[src/rtl/axi_lite_uart_dbg_master_pkg.sv]
// Shared constants and types for the UART-driven AXI4-Lite debug master.
// Command bytes, status bytes, FSM state encoding and AXI response codes.
package axi_lite_uart_dbg_master_pkg;

  localparam logic [7:0] CMD_WRITE_c    = 8'h57;
  localparam logic [7:0] CMD_READ_c     = 8'h52;
  localparam logic [7:0] STAT_BADCMD_c  = 8'hEE;

  localparam logic [1:0] RESP_OKAY_c    = 2'b00;
  localparam logic [1:0] RESP_SLVERR_c  = 2'b10;
  localparam logic [1:0] RESP_DECERR_c  = 2'b11;

  typedef enum logic [3:0] {
    ST_IDLE    = 4'd0,
    ST_ADDR    = 4'd1,
    ST_DATA    = 4'd2,
    ST_WR_REQ  = 4'd3,
    ST_WR_RESP = 4'd4,
    ST_RD_REQ  = 4'd5,
    ST_RD_RESP = 4'd6,
    ST_TX_STAT = 4'd7,
    ST_TX_DATA = 4'd8
  } dbg_state_e;

  function automatic logic [7:0] status_byte(input logic [1:0] resp);
    return {6'b000000, resp};
  endfunction

endpackage

[src/rtl/axi_lite_uart_dbg_master_if.sv]
// AXI4-Lite channel bundle between the debug master and the crossbar slave port.
// The master modport drives requests; the slave modport drives readies and responses.
interface axi_lite_uart_dbg_master_if #(
  parameter int unsigned ADDR_BW = 32,
  parameter int unsigned DATA_BW = 32
) ();

  logic [ADDR_BW-1:0]   awaddr;
  logic [2:0]           awprot;
  logic                 awvalid;
  logic                 awready;
  logic [DATA_BW-1:0]   wdata;
  logic [DATA_BW/8-1:0] wstrb;
  logic                 wvalid;
  logic                 wready;
  logic [1:0]           bresp;
  logic                 bvalid;
  logic                 bready;
  logic [ADDR_BW-1:0]   araddr;
  logic [2:0]           arprot;
  logic                 arvalid;
  logic                 arready;
  logic [DATA_BW-1:0]   rdata;
  logic [1:0]           rresp;
  logic                 rvalid;
  logic                 rready;

  modport master (
    output awaddr, awprot, awvalid, wdata, wstrb, wvalid, bready,
    output araddr, arprot, arvalid, rready,
    input  awready, wready, bresp, bvalid, arready, rdata, rresp, rvalid
  );

  modport slave (
    input  awaddr, awprot, awvalid, wdata, wstrb, wvalid, bready,
    input  araddr, arprot, arvalid, rready,
    output awready, wready, bresp, bvalid, arready, rdata, rresp, rvalid
  );

endinterface

[src/rtl/axi_lite_uart_dbg_master.sv]
// Byte-stream debug master: parses 'W'/'R' frames from the UART RX path, issues one
// AXI4-Lite transaction at a time and streams status (plus read data) back on UART TX.
module axi_lite_uart_dbg_master
  import axi_lite_uart_dbg_master_pkg::*;
#(
  parameter int unsigned AXI_ADDR_BW_p  = 32,
  parameter int unsigned AXI_DATA_BW_p  = 32,
  parameter int unsigned IDLE_TIMEOUT_p = 1000
) (
  input  logic                          clk,
  input  logic                          rst,
  input  logic [7:0]                    i_rx_data,
  input  logic                          i_rx_valid,
  output logic                          o_rx_ready,
  output logic [7:0]                    o_tx_data,
  output logic                          o_tx_valid,
  input  logic                          i_tx_ready,
  axi_lite_uart_dbg_master_if.master    axi
);

  localparam int unsigned TMO_BW_c = $clog2(IDLE_TIMEOUT_p + 1);
  localparam logic [TMO_BW_c-1:0] TMO_LAST_c = TMO_BW_c'(IDLE_TIMEOUT_p - 1);

  dbg_state_e               state_q;
  logic [31:0]              addr_q;
  logic [AXI_DATA_BW_p-1:0] data_q;
  logic [1:0]               byte_cnt_q;
  logic [TMO_BW_c-1:0]      tmo_q;
  logic                     rd_q;
  logic                     awvalid_q;
  logic                     wvalid_q;
  logic                     arvalid_q;
  logic                     bready_q;
  logic                     rready_q;
  logic                     rx_ready_q;
  logic                     tx_valid_q;
  logic [7:0]               tx_data_q;

  logic rx_fire_s;
  logic tx_fire_s;
  logic aw_fire_s;
  logic w_fire_s;
  logic b_fire_s;
  logic ar_fire_s;
  logic r_fire_s;

  assign rx_fire_s = i_rx_valid && rx_ready_q;
  assign tx_fire_s = tx_valid_q && i_tx_ready;
  assign aw_fire_s = awvalid_q && axi.awready;
  assign w_fire_s  = wvalid_q && axi.wready;
  assign b_fire_s  = bready_q && axi.bvalid;
  assign ar_fire_s = arvalid_q && axi.arready;
  assign r_fire_s  = rready_q && axi.rvalid;

  assign o_rx_ready  = rx_ready_q;
  assign o_tx_valid  = tx_valid_q;
  assign o_tx_data   = tx_data_q;
  assign axi.awaddr  = addr_q[AXI_ADDR_BW_p-1:0];
  assign axi.awprot  = 3'b000;
  assign axi.awvalid = awvalid_q;
  assign axi.wdata   = data_q;
  assign axi.wstrb   = 4'hF;
  assign axi.wvalid  = wvalid_q;
  assign axi.bready  = bready_q;
  assign axi.araddr  = addr_q[AXI_ADDR_BW_p-1:0];
  assign axi.arprot  = 3'b000;
  assign axi.arvalid = arvalid_q;
  assign axi.rready  = rready_q;

  // Command parser, AXI sequencer and response serializer in one registered FSM.
  always_ff @(posedge clk) begin
    if (rst) begin
      state_q    <= ST_IDLE;
      addr_q     <= 32'h0000_0000;
      data_q     <= '0;
      byte_cnt_q <= 2'd0;
      tmo_q      <= '0;
      rd_q       <= 1'b0;
      awvalid_q  <= 1'b0;
      wvalid_q   <= 1'b0;
      arvalid_q  <= 1'b0;
      bready_q   <= 1'b0;
      rready_q   <= 1'b0;
      rx_ready_q <= 1'b0;
      tx_valid_q <= 1'b0;
      tx_data_q  <= 8'h00;
    end else begin
      case (state_q)
        ST_IDLE: begin
          rx_ready_q <= 1'b1;
          byte_cnt_q <= 2'd0;
          tmo_q      <= '0;
          if (rx_fire_s) begin
            if (i_rx_data == CMD_WRITE_c || i_rx_data == CMD_READ_c) begin
              rd_q    <= (i_rx_data == CMD_READ_c);
              state_q <= ST_ADDR;
            end else begin
              rd_q       <= 1'b0;
              rx_ready_q <= 1'b0;
              tx_valid_q <= 1'b1;
              tx_data_q  <= STAT_BADCMD_c;
              state_q    <= ST_TX_STAT;
            end
          end
        end
        ST_ADDR: begin
          if (rx_fire_s) begin
            addr_q     <= {i_rx_data, addr_q[31:8]};
            byte_cnt_q <= byte_cnt_q + 2'd1;
            tmo_q      <= '0;
            if (byte_cnt_q == 2'd3) begin
              if (rd_q) begin
                rx_ready_q <= 1'b0;
                arvalid_q  <= 1'b1;
                state_q    <= ST_RD_REQ;
              end else begin
                state_q <= ST_DATA;
              end
            end
          end else if (tmo_q == TMO_LAST_c) begin
            state_q <= ST_IDLE;
          end else begin
            tmo_q <= tmo_q + 1'b1;
          end
        end
        ST_DATA: begin
          if (rx_fire_s) begin
            data_q     <= {i_rx_data, data_q[AXI_DATA_BW_p-1:8]};
            byte_cnt_q <= byte_cnt_q + 2'd1;
            tmo_q      <= '0;
            if (byte_cnt_q == 2'd3) begin
              rx_ready_q <= 1'b0;
              awvalid_q  <= 1'b1;
              wvalid_q   <= 1'b1;
              state_q    <= ST_WR_REQ;
            end
          end else if (tmo_q == TMO_LAST_c) begin
            state_q <= ST_IDLE;
          end else begin
            tmo_q <= tmo_q + 1'b1;
          end
        end
        // AW and W retire independently; move on once neither is still pending.
        ST_WR_REQ: begin
          if (aw_fire_s) awvalid_q <= 1'b0;
          if (w_fire_s)  wvalid_q  <= 1'b0;
          if ((!awvalid_q || aw_fire_s) && (!wvalid_q || w_fire_s)) begin
            bready_q <= 1'b1;
            state_q  <= ST_WR_RESP;
          end
        end
        ST_WR_RESP: begin
          if (b_fire_s) begin
            bready_q   <= 1'b0;
            tx_valid_q <= 1'b1;
            tx_data_q  <= status_byte(axi.bresp);
            state_q    <= ST_TX_STAT;
          end
        end
        ST_RD_REQ: begin
          if (ar_fire_s) begin
            arvalid_q <= 1'b0;
            rready_q  <= 1'b1;
            state_q   <= ST_RD_RESP;
          end
        end
        ST_RD_RESP: begin
          if (r_fire_s) begin
            rready_q   <= 1'b0;
            data_q     <= axi.rdata;
            tx_valid_q <= 1'b1;
            tx_data_q  <= status_byte(axi.rresp);
            state_q    <= ST_TX_STAT;
          end
        end
        ST_TX_STAT: begin
          if (tx_fire_s) begin
            if (rd_q) begin
              tx_data_q  <= data_q[7:0];
              data_q     <= {8'h00, data_q[AXI_DATA_BW_p-1:8]};
              byte_cnt_q <= 2'd0;
              state_q    <= ST_TX_DATA;
            end else begin
              tx_valid_q <= 1'b0;
              rx_ready_q <= 1'b1;
              state_q    <= ST_IDLE;
            end
          end
        end
        ST_TX_DATA: begin
          if (tx_fire_s) begin
            if (byte_cnt_q == 2'd3) begin
              tx_valid_q <= 1'b0;
              rx_ready_q <= 1'b1;
              byte_cnt_q <= 2'd0;
              state_q    <= ST_IDLE;
            end else begin
              tx_data_q  <= data_q[7:0];
              data_q     <= {8'h00, data_q[AXI_DATA_BW_p-1:8]};
              byte_cnt_q <= byte_cnt_q + 2'd1;
            end
          end
        end
        default: begin
          awvalid_q  <= 1'b0;
          wvalid_q   <= 1'b0;
          arvalid_q  <= 1'b0;
          bready_q   <= 1'b0;
          rready_q   <= 1'b0;
          tx_valid_q <= 1'b0;
          rx_ready_q <= 1'b0;
          state_q    <= ST_IDLE;
        end
      endcase
    end
  end

endmodule
[src/flat_wrapper.sv]
// flat-port wrapper written by rule: the top's interface ports become plain ports
module axi_lite_uart_dbg_master_flat import axi_lite_uart_dbg_master_pkg::*;
#(
  parameter int unsigned AXI_ADDR_BW_p  = 32,
  parameter int unsigned AXI_DATA_BW_p  = 32,
  parameter int unsigned IDLE_TIMEOUT_p = 1000
)
  (clk, rst, i_rx_data, i_rx_valid, o_rx_ready, o_tx_data, o_tx_valid, i_tx_ready, axi_awaddr, axi_awprot, axi_awvalid, axi_wdata, axi_wstrb, axi_wvalid, axi_bready, axi_araddr, axi_arprot, axi_arvalid, axi_rready, axi_awready, axi_wready, axi_bresp, axi_bvalid, axi_arready, axi_rdata, axi_rresp, axi_rvalid);
  axi_lite_uart_dbg_master_if axi_i ();
  input  logic clk;
  input  logic rst;
  input  logic [7:0] i_rx_data;
  input  logic i_rx_valid;
  output logic o_rx_ready;
  output logic [7:0] o_tx_data;
  output logic o_tx_valid;
  input  logic i_tx_ready;
  output wire logic [$bits(axi_i.awaddr)-1:0] axi_awaddr;
  output wire logic [$bits(axi_i.awprot)-1:0] axi_awprot;
  output wire logic [$bits(axi_i.awvalid)-1:0] axi_awvalid;
  output wire logic [$bits(axi_i.wdata)-1:0] axi_wdata;
  output wire logic [$bits(axi_i.wstrb)-1:0] axi_wstrb;
  output wire logic [$bits(axi_i.wvalid)-1:0] axi_wvalid;
  output wire logic [$bits(axi_i.bready)-1:0] axi_bready;
  output wire logic [$bits(axi_i.araddr)-1:0] axi_araddr;
  output wire logic [$bits(axi_i.arprot)-1:0] axi_arprot;
  output wire logic [$bits(axi_i.arvalid)-1:0] axi_arvalid;
  output wire logic [$bits(axi_i.rready)-1:0] axi_rready;
  input wire logic [$bits(axi_i.awready)-1:0] axi_awready;
  input wire logic [$bits(axi_i.wready)-1:0] axi_wready;
  input wire logic [$bits(axi_i.bresp)-1:0] axi_bresp;
  input wire logic [$bits(axi_i.bvalid)-1:0] axi_bvalid;
  input wire logic [$bits(axi_i.arready)-1:0] axi_arready;
  input wire logic [$bits(axi_i.rdata)-1:0] axi_rdata;
  input wire logic [$bits(axi_i.rresp)-1:0] axi_rresp;
  input wire logic [$bits(axi_i.rvalid)-1:0] axi_rvalid;
  assign axi_awaddr = axi_i.awaddr;
  assign axi_awprot = axi_i.awprot;
  assign axi_awvalid = axi_i.awvalid;
  assign axi_wdata = axi_i.wdata;
  assign axi_wstrb = axi_i.wstrb;
  assign axi_wvalid = axi_i.wvalid;
  assign axi_bready = axi_i.bready;
  assign axi_araddr = axi_i.araddr;
  assign axi_arprot = axi_i.arprot;
  assign axi_arvalid = axi_i.arvalid;
  assign axi_rready = axi_i.rready;
  assign axi_i.awready = axi_awready;
  assign axi_i.wready = axi_wready;
  assign axi_i.bresp = axi_bresp;
  assign axi_i.bvalid = axi_bvalid;
  assign axi_i.arready = axi_arready;
  assign axi_i.rdata = axi_rdata;
  assign axi_i.rresp = axi_rresp;
  assign axi_i.rvalid = axi_rvalid;
  axi_lite_uart_dbg_master #(.AXI_ADDR_BW_p(AXI_ADDR_BW_p), .AXI_DATA_BW_p(AXI_DATA_BW_p), .IDLE_TIMEOUT_p(IDLE_TIMEOUT_p)) u_core (.clk(clk), .rst(rst), .i_rx_data(i_rx_data), .i_rx_valid(i_rx_valid), .o_rx_ready(o_rx_ready), .o_tx_data(o_tx_data), .o_tx_valid(o_tx_valid), .i_tx_ready(i_tx_ready), .axi(axi_i));
endmodule
[config.mk]
export PLATFORM = sky130hd
export DESIGN_NAME = axi_lite_uart_dbg_master_flat
export DESIGN_NICKNAME = d
export VERILOG_FILES = /design/src/rtl/axi_lite_uart_dbg_master_pkg.sv /design/src/rtl/axi_lite_uart_dbg_master_if.sv /design/src/rtl/axi_lite_uart_dbg_master.sv /design/src/flat_wrapper.sv
export SDC_FILE = /design/constraint.sdc
export NUM_CORES = 1
export LEC_CHECK = 0
export ABC_AREA = 1
export CAP_MARGIN = 0
export CORE_MARGIN = 4
export CORE_UTILIZATION = 35
export DETAILED_ROUTE_END_ITERATION = 8
export GPL_TIMING_DRIVEN = 0
export PLACE_DENSITY = 0.67
export REMOVE_ABC_BUFFERS = 1
export SLEW_MARGIN = 15
export SYNTH_ARGS = -nofsm -noshare
export SYNTH_HDL_FRONTEND = slang
export SYNTH_SLANG_ARGS = --single-unit
export TNS_END_PERCENT = 100
[constraint.sdc]
create_clock -name clk -period 2 [get_ports clk]
set_clock_uncertainty 0.15 [all_clocks]
set_input_delay 0.4 -clock clk [delete_from_list [all_inputs] [get_ports clk]]
set_output_delay 0.4 -clock clk [all_outputs]
set_load 0.005 [all_outputs]
Word-level counts from Yosys, hierarchy flattened
Index checks and enable logic that the tools add are counted.
W data, S select, Z words.

word-level totals
  register bits after elaboration = 96
  input port bits = 53
  output and inout port bits = 121
  word-level logic and storage cells = 175

cells by class
  add/subtract/negate cells = 2
  eq/ne operators = 35
  mux-type cells = 79
  bitwise logic cells = 6
  reduce and logical (&&, ||, !) cells = 39

operators by type and width
  kind                     count
  $mux W32                 6
  $pmux W32 S4             1
  $mux W8                  8
  $mux W4                  14
  $pmux W8 S5              1
  $pmux W4 S9              1
  $ne A2 B1 Y1 const B     17
  $mux W1                  30
  $reduce_or A7 Y1         4
  $mux W10                 2
  $pmux W10 S2             1
  $reduce_and A10 Y1       2
  $reduce_and A9 Y1        2
  $eq A4 B3 Y1 const B     4
  $eq A8 B7 Y1 const B     2
  $pmux W1 S3              5
  $pmux W1 S6              2
  $add A10 B1 Y10 const B  1
  $eq A10 B10 Y1 const B   1
  $mux W2                  5
  $reduce_and A5 Y1        2
  $eq A4 B2 Y1 const B     2
  $logic_and A1 B1 Y1      8
  $pmux W2 S4              1
  21 further kinds         39

Depth between registers and ports, before layout
Gate-level depths: netlist of the first run.

  depth after elaboration = 5
  depth in mapped cells = 12
  gate-level depth less buffers = 11

Worst setup path before layout of the first run
Ideal clock, no wire load.

  kind = reg-to-reg
  from = register u_core.state_q[1]
  to = register u_core.tx_data_q[1], in the netlist u_core.o_tx_data[1]
  setup time = 0.113 ns
  arrival = 1.427 ns
  required time = 1.737 ns
  setup slack = 0.310 ns
  cell stages (with the launch flop) = 10
  path buffers = 1
  period minus slack after synthesis = 1.690 ns
  path through = dfxtp_1 > nor2_1 > buf_2 > nand2_1 > nor2_1 > nor2_4 > nand2_2 > clkinv_2 > nor2_1 > nor2_1

between the ends
  longest elaborated chain between the ends = 3
  elaborated cells on any way between the ends = 16

ends and longest elaborated chain
  item                                                  line                             text
  start: declaration                                    axi_lite_uart_dbg_master.sv:24   dbg_state_e state_q;
  start signal: assignment                              axi_lite_uart_dbg_master.sv:73   state_q <= ST_IDLE;
  start signal: assignment                              axi_lite_uart_dbg_master.sv:96   state_q <= ST_ADDR;
  start signal: assignment                              axi_lite_uart_dbg_master.sv:102  state_q <= ST_TX_STAT;
  $eq A4 B3 Y1 (tied with other cells)                  axi_lite_uart_dbg_master.sv:88   case (state_q)
  $reduce_bool A5 Y1 (no line) (tied with other cells)  --
  $reduce_and A9 Y1 (no line)                           --
  end signal: assignment                                axi_lite_uart_dbg_master.sv:101  tx_data_q <= STAT_BADCMD_c;
  end signal: assignment                                axi_lite_uart_dbg_master.sv:156  tx_data_q <= status_byte(axi.bresp);
  end signal: assignment                                axi_lite_uart_dbg_master.sv:172  tx_data_q <= status_byte(axi.rresp);
  end: declaration                                      axi_lite_uart_dbg_master.sv:37   logic [7:0] tx_data_q;

Several ways; a longest one is shown, not always the timed one.
A chain may end at the register's enable or synchronous reset.

Worst setup path after layout of the first run
  from = register u_core.state_q[2]
  to = register u_core.data_q[22], in the netlist u_core.axi.wdata[22]

between the ends
  longest elaborated chain between the ends = 3
  elaborated cells on any way between the ends = 13

ends and longest elaborated chain
  item                                            line                             text
  $eq A4 B4 Y1 (tied with other cells)            axi_lite_uart_dbg_master.sv:88
  $ne A2 B2 Y1 (no line) (tied with other cells)  --
  $reduce_and A7 Y1 (no line)                     --
  end signal: assignment                          axi_lite_uart_dbg_master.sv:128  data_q <= {i_rx_data, data_q[AXI_DATA_BW_p-1:8]};
  end signal: assignment                          axi_lite_uart_dbg_master.sv:170  data_q <= axi.rdata;
  end signal: assignment                          axi_lite_uart_dbg_master.sv:180  data_q <= {8'h00, data_q[AXI_DATA_BW_p-1:8]};
  end: declaration                                axi_lite_uart_dbg_master.sv:26   logic [AXI_DATA_BW_p-1:0] data_q;

Several ways; a longest one is shown, not always the timed one.

==> summary.txt, run 1 <==
Status - finished clean
Startpoint type of the worst setup path - flip-flop
Clock buffers created by TritonCTS - 9
Remaining global-route overflow - 0
Number of library cell types mapped by synthesis - 34
Placement row count - 43
Signed area change from the synthesized netlist to the final layout - 43.2%
Filler Cells Inserted - 1424
Synthesized area per cell - 6.40 um^2
TritonRoute pass-1 iters - 5
Total power consumption of the routed design - 9.71 mW
Total setup violations reported at the end of the flow - 0
R2r setup slk - 0.07 ns
Reg-to-reg endpoint - u_core.axi.wdata[22]
Number of top-level pins - 174
Number of antenna violations at the first check in global routing - 0
Clock-pin slew on the worst setup and hold paths - 0.06 ns
Cell area after placement - 0.00656 mm^2
Number of instances on the worst hold path - 2
HP Class - input port to flip-flop
Endpoint kind of the worst setup timing path - flip-flop
Leakage - 3.01 nW
Total number of nets in the final design - 983
Largest stage delay, worst path - 0.40 ns
First-pass GRT wire length - 24.9 mm
Per-cell routed wire length - 14.5 um
Worst Setup Slack post-DPL - -1.70 ns
Root Buffer - sky130_fd_sc_hd__clkbuf_16
Antenna-violating nets left - 0
Main synth FF type - sky130_fd_sc_hd__dfxtp_1
Detailed placer's ending HPWL - 10.9 mm
Count of input and output buffers - 163
Final design area excluding fillers - 0.00734 mm^2
Slew at the pin with the worst max-slew slack - 0.777 ns
Hold Crit Start - rst
Hold Fails Final Rpt - 0
Worst path setup slack after routing - 0.0681 ns
Part of the cycle the worst path needs - 0.966
Fraction of synthesis flops using an asynchronous set or reset pin - 0
Instance count of the mapped netlist - 800
Count of H-tree levels built during CTS - 3
Chip width - 129 um
Maximum clock frequency - 0.518 GHz
Tot GR Track Use - 0.187
Clock Latency Late Sink - 0.35 ns
Fin. max-slew vios - 0
Total power density per cell area - 1320 mW/mm^2
Number of warnings printed during yosys synthesis - 0
Gpl congestion - 0.916
Cells along the critical path - inv_2 > nor2_4 > nand2_4 > nand2_8 > nand2_1 > nand2_2 > nor2_4 > buf_12 > nand2_8 > clkinv_16 > nor2_1 > nor2_1
CP Max Fanout - 8
Number of clock sinks - 96
Final worst path period need - 1.93 ns
Core Region - 0.0141 mm^2
Floorplan die height - 129 um
Hold-fix buffers at CTS - 0
Crit path kind - flip-flop to flip-flop
Number of flops mapped to enable cells by yosys - 0
Reg-to-Reg Start - u_core.state_q[2]
Relative max-transition margin - 0.482
Max Cap Viol - 0
Reg2reg path depth - 12
Die area - 0.0166 mm^2
Sequential share of the synthesized area - 0.375
Wire length reported by the detailed router - 16.1 mm
Total of flip-flops plus latches after synthesis - 96
Hold endpoint - u_core.axi.araddr[30]
Inserted Diodes - 0
Arrival time reported for the critical path endpoint - 2.03 ns
Layout cell share with drive strength beyond 1 - 0.0924
Via Count - 5361
CTS tree - built
Effective utilization at floorplan - 0.363
Area of the mapped netlist - 0.00512 mm^2
Routed vias/inst - 4.83
Violation count after the first detailed-route iteration - 285
Largest vdd supply drop - 0.654 mV
Remaining DRCs - 0
Layout Utilization - 0.521
Data required, critical path - 2.10 ns
Setup TNS Final - 0 ns
Worst path slowest cell - sky130_fd_sc_hd__dfxtp_4
Number of buffers on the longest clock path - 2
Pin count of the biggest net entering global routing - 49
Via count of the first global-routing pass - 4962
## layout make-up
class	count	area, um^2	area share
flip-flops and latches	96	1940	0.264
clock inverters	3	42.5	0.00580
clock buffers	11	253	0.0344
well taps	180	225	0.0307
repair buffers	180	1820	0.247
multi-input cells	593	2800	0.381
inverters	46	246	0.0336
repair inverters	2	22.5	0.00307
## logic make-up (layout without fill, tap and decap cells)
family,after synthesis,count (layout),synth area share
AND/OR/NAND/NOR,473,476,0.386
AO/OA/AOI/OAI,105,105,0.107
adder cells (fa/ha/maj),2,2,0.00488
flip-flops,96,96,0.375
buffers and inverters,122,242,0.126
other,2,10,0.00147
## per-stage QoR
stage,hold WS [ns],cells
3_5_place_dp,0.298,1076
4_1_cts,0.253,1097
5_1_grt,0.281,1111
2_1_floorplan,0.279,732
6_report,0.263,1111
3_3_place_gp,0.289,1075
## worst max-delay path by stage
stage / from / to
5_1_grt: u_core.state_q[2] / u_core.axi.wdata[20]
2_1_floorplan: u_core.state_q[1] / u_core.axi.wdata[17]
4_1_cts: u_core.state_q[3] / u_core.o_tx_data[3]
3_5_place_dp: i_rx_valid / u_core.axi.araddr[5]
6_report: u_core.state_q[2] / u_core.axi.wdata[22]
3_3_place_gp: rst / u_core.axi.wdata[0]
## state kept, by name, summed over array words and instances (netlist names)
signal	flops
u_core.o_rx_ready	1
u_core.axi.awvalid	1
u_core.axi.wvalid	1
u_core.axi.bready	1
u_core.axi.rready	1
u_core.axi.arvalid	1
u_core.o_tx_valid	1
u_core.byte_cnt_q	2
u_core.axi.araddr	32
u_core.o_tx_data	8
u_core.tmo_q	10
u_core.state_q	4
u_core.axi.wdata	32
u_core.rd_q	1
## per-layer routing
metal	GRT usage	routed length (um)	up-vias
met4	0.0488	224	0
met5	0	0	-
li1	-	-	2766
met1	0.248	7300	2414
met3	0.0664	1200	17
met2	0.290	7350	164
## Yosys cell counts (all sizes together) (4+ instances only)
cell    instances  area (um^2)
nor3            5         25.0
clkbuf         16         60.1
a21oi          54          274
buf            60          409
nor2          130          515
nand3b         13         97.6
inv            42          158
nand4           4         25.0
dfxtp          96         1920
nand2         254          971
o21ai          43          215
nand3          64          325
clkinv          4         16.3
## report_power, final
| part | leakage, nW | switching [mW] | internal [mW] |
|---|---|---|---|
| Sequential | 0.784 | 0.410 | 2.41 |
| Clock | 0.143 | 0.725 | 1.02 |
| Combinational | 2.08 | 3.00 | 2.14 |
## worst max-delay path: cells and delay by family (launching register included)
family / cells / cell delay [ns]
buffers and inverters: 3 / 0.30
flip-flops: 1 / 0.40
AND/OR/NAND/NOR: 9 / 0.96
## cell usage in the layout, fill, tap and decap left out, drive strengths merged, types with 5 or more instances in the layout
master / netlist / routed
clkinv: 4 / 6
conb: 2 / 10
o21ai: 43 / 43
nand2: 254 / 257
a21oi: 54 / 54
dfxtp: 96 / 96
nand3: 64 / 64
nor2: 130 / 130
buf: 60 / 18
clkdlybuf4s50: 0 / 162
nor3: 5 / 5
clkbuf: 16 / 11
inv: 42 / 43
nand3b: 13 / 13
## timing repair
action,4_1_cts,5_1_grt
hold endpoints to repair,0,0
endpoints found under the setup margin,94,79
setup buffers,6,10
pin swaps,5,6
gates cloned,1,4
gates resized for setup,38,36
No activity file was read; power rests on OpenSTA's default activity.
==> run 2, diff against run 1 <==
--- a/config.mk
+++ b/config.mk
@@ -7,13 +7,13 @@
 export LEC_CHECK = 0
 export ABC_AREA = 1
 export CAP_MARGIN = 0
-export CORE_MARGIN = 4
+export CORE_MARGIN = 2
 export CORE_UTILIZATION = 35
 export DETAILED_ROUTE_END_ITERATION = 8
 export GPL_TIMING_DRIVEN = 0
 export PLACE_DENSITY = 0.67
 export REMOVE_ABC_BUFFERS = 1
-export SLEW_MARGIN = 15
+export SLEW_MARGIN = 20
 export SYNTH_ARGS = -nofsm -noshare
 export SYNTH_HDL_FRONTEND = slang
 export SYNTH_SLANG_ARGS = --single-unit
==> summary.txt, run 2 (synthesis gave the netlist of run 1 again) <==
Count of input and output buffers - 163
Most frequent standard cell in the layout excluding fill and tap cells - sky130_fd_sc_hd__nand2_1
Placement row count - 44
Total area of multi-input combinational cells - 0.00277 mm^2
Total number of nets in the final design - 976
Signed area change from the synthesized netlist to the final layout - 41.8%
Part of the power in combinational logic - 0.506
Fin. max-slew vios - 0
Number of antenna violations at the first check in global routing - 0
Total setup violations reported at the end of the flow - 0
Pin count of the biggest net entering global routing - 49
Share of total power consumed by net switching - 0.423
Number of top-level pins - 174
Relative max-transition margin - 0.483
Layout cell share with drive strength beyond 1 - 0.0810
Routed vias/inst - 4.83
Via Count - 5356
Part of the power in registers - 0.293
Clock Latency Late Sink - 0.36 ns
Clock share of power - 0.202
Arrival time reported for the critical path endpoint - 2.04 ns
Data required, critical path - 2.10 ns
Total power density per cell area - 1330 mW/mm^2
Clock-pin slew on the worst setup and hold paths - 0.07 ns
Largest vdd supply drop - 0.519 mV
Register Area - 0.00194 mm^2
Count of H-tree levels built during CTS - 3
Unrepaired setup endpoints after global routing - yes
Maximum clock frequency - 0.516 GHz
Core Region - 0.0144 mm^2
Remaining global-route overflow - 0
Setup TNS Final - 0 ns
Gpl congestion - 0.938
Root Buffer - sky130_fd_sc_hd__clkbuf_16
Tot GR Track Use - 0.189
Chip width - 125 um
First-pass GRT wire length - 24.4 mm
Endpoint kind of the worst setup timing path - flip-flop
Clock buffers created by TritonCTS - 9
TritonRoute pass-1 iters - 5
Startpoint type of the worst setup path - flip-flop
Max Cap Viol - 0
Part of the cycle the worst path needs - 0.968
Violation count after the first detailed-route iteration - 353
Remaining DRCs - 0
Number of buffers on the longest clock path - 2
Crit path kind - flip-flop to flip-flop
Most used cells in the layout excluding fill and tap cells - sky130_fd_sc_hd__nand2_1, sky130_fd_sc_hd__clkdlybuf4s50_1, sky130_fd_sc_hd__nor2_1, sky130_fd_sc_hd__dfxtp_1, sky130_fd_sc_hd__nand3_1
Hold-fix buffers at CTS - 0
Leakage - 2.98 nW
Inserted Diodes - 0
Final worst path period need - 1.94 ns
Slew at the pin with the worst max-slew slack - 0.774 ns
Antenna-violating nets left - 0
CTS tree - built
Via count of the first global-routing pass - 4858
Effective utilization at floorplan - 0.355
HP Class - input port to flip-flop
Internal power consumption - 5.56 mW
Die area - 0.0156 mm^2
Wire length reported by the detailed router - 15.5 mm
CP Max Fanout - 32
Status - finished clean
Floorplan die height - 125 um
Filler Cells Inserted - 1479
Switching component of the power - 4.07 mW
Detailed placer's ending HPWL - 10.4 mm
Number of clock sinks - 96
Hold Fails Final Rpt - 0
Layout Utilization - 0.504
Per-cell routed wire length - 13.9 um
run 2: critical path, stage by stage (launching register included):
cell                      delay [ns]
sky130_fd_sc_hd__dfxtp_4        0.40
sky130_fd_sc_hd__inv_2          0.07
sky130_fd_sc_hd__nor2_4         0.20
sky130_fd_sc_hd__nand2_4        0.11
sky130_fd_sc_hd__nand2_8        0.10
sky130_fd_sc_hd__nand2_1        0.11
sky130_fd_sc_hd__nand2_2        0.12
sky130_fd_sc_hd__nor2_4         0.06
sky130_fd_sc_hd__buf_12         0.14
sky130_fd_sc_hd__nand2_8        0.12
sky130_fd_sc_hd__inv_16         0.08
sky130_fd_sc_hd__nor2_1         0.10
sky130_fd_sc_hd__nor2_1         0.05
run 2: final cells by class:
type | count | share of cell area
inverters | 46 | 0.0305
repair inverters | 1 | 0.00121
clock inverters | 5 | 0.0119
multi-input cells | 592 | 0.381
flip-flops and latches | 96 | 0.267
well taps | 184 | 0.0317
clock buffers | 11 | 0.0334
repair buffers | 175 | 0.244
run 2: repair_timing:
action	in CTS	in global routing
setup buffers	8	3
gates cloned	0	3
resized for setup	40	23
pin swaps	3	8
hold endpoints to repair	0	0
endpoints found under the setup margin	92	53
run 2: path summary, 6_finish.rpt:
path	start	endpoint	slack, ns	depth (start not counted)
setup / recovery	u_core.state_q[2]	u_core.axi.wdata[16]	0.06	12
hold / removal	rst	u_core.axi.araddr[12]	0.22	2
setup reg to reg	u_core.state_q[2]	u_core.axi.wdata[16]	0.06	12
hold reg to reg	u_core.tmo_q[7]	u_core.tmo_q[7]	0.30	2
run 2: stage by stage:
| step | cell area (um^2) | std cells | hold WS, ns | setup slack, ns | total power [mW] |
|---|---|---|---|---|---|
| 3_5_place_dp | 6560 | 1080 | 0.293 | -1.73 | 7.12 |
| 4_1_cts | 7110 | 1104 | 0.219 | 0.00805 | 9.34 |
| 5_1_grt | 7270 | 1110 | 0.253 | -0.0638 | 10.4 |
| 6_report | 7270 | 1110 | 0.222 | 0.0634 | 9.63 |
| 2_1_floorplan | 4680 | 732 | 0.279 | -0.402 | 5.42 |
| 3_3_place_gp | 6550 | 1079 | 0.287 | -1.93 | 7.08 |
run 2: power by group through the flow:
stage	Sequential, mW	Combinational, mW	Clock (mW)
3_3_place_gp	2.79	4.29	0
3_5_place_dp	2.80	4.32	0
4_1_cts	2.80	4.57	1.98
5_1_grt	2.89	5.47	2.05
2_1_floorplan	2.77	2.65	0
6_report	2.82	4.87	1.94
run 2: layer usage:
layer | global-route usage | part of all wire | up-vias
met5 | 0 | 0 | -
met4 | 0.0732 | 0.018 | 0
met3 | 0.0415 | 0.068 | 20
met2 | 0.310 | 0.46 | 185
met1 | 0.244 | 0.45 | 2406
li1 | - | - | 2745
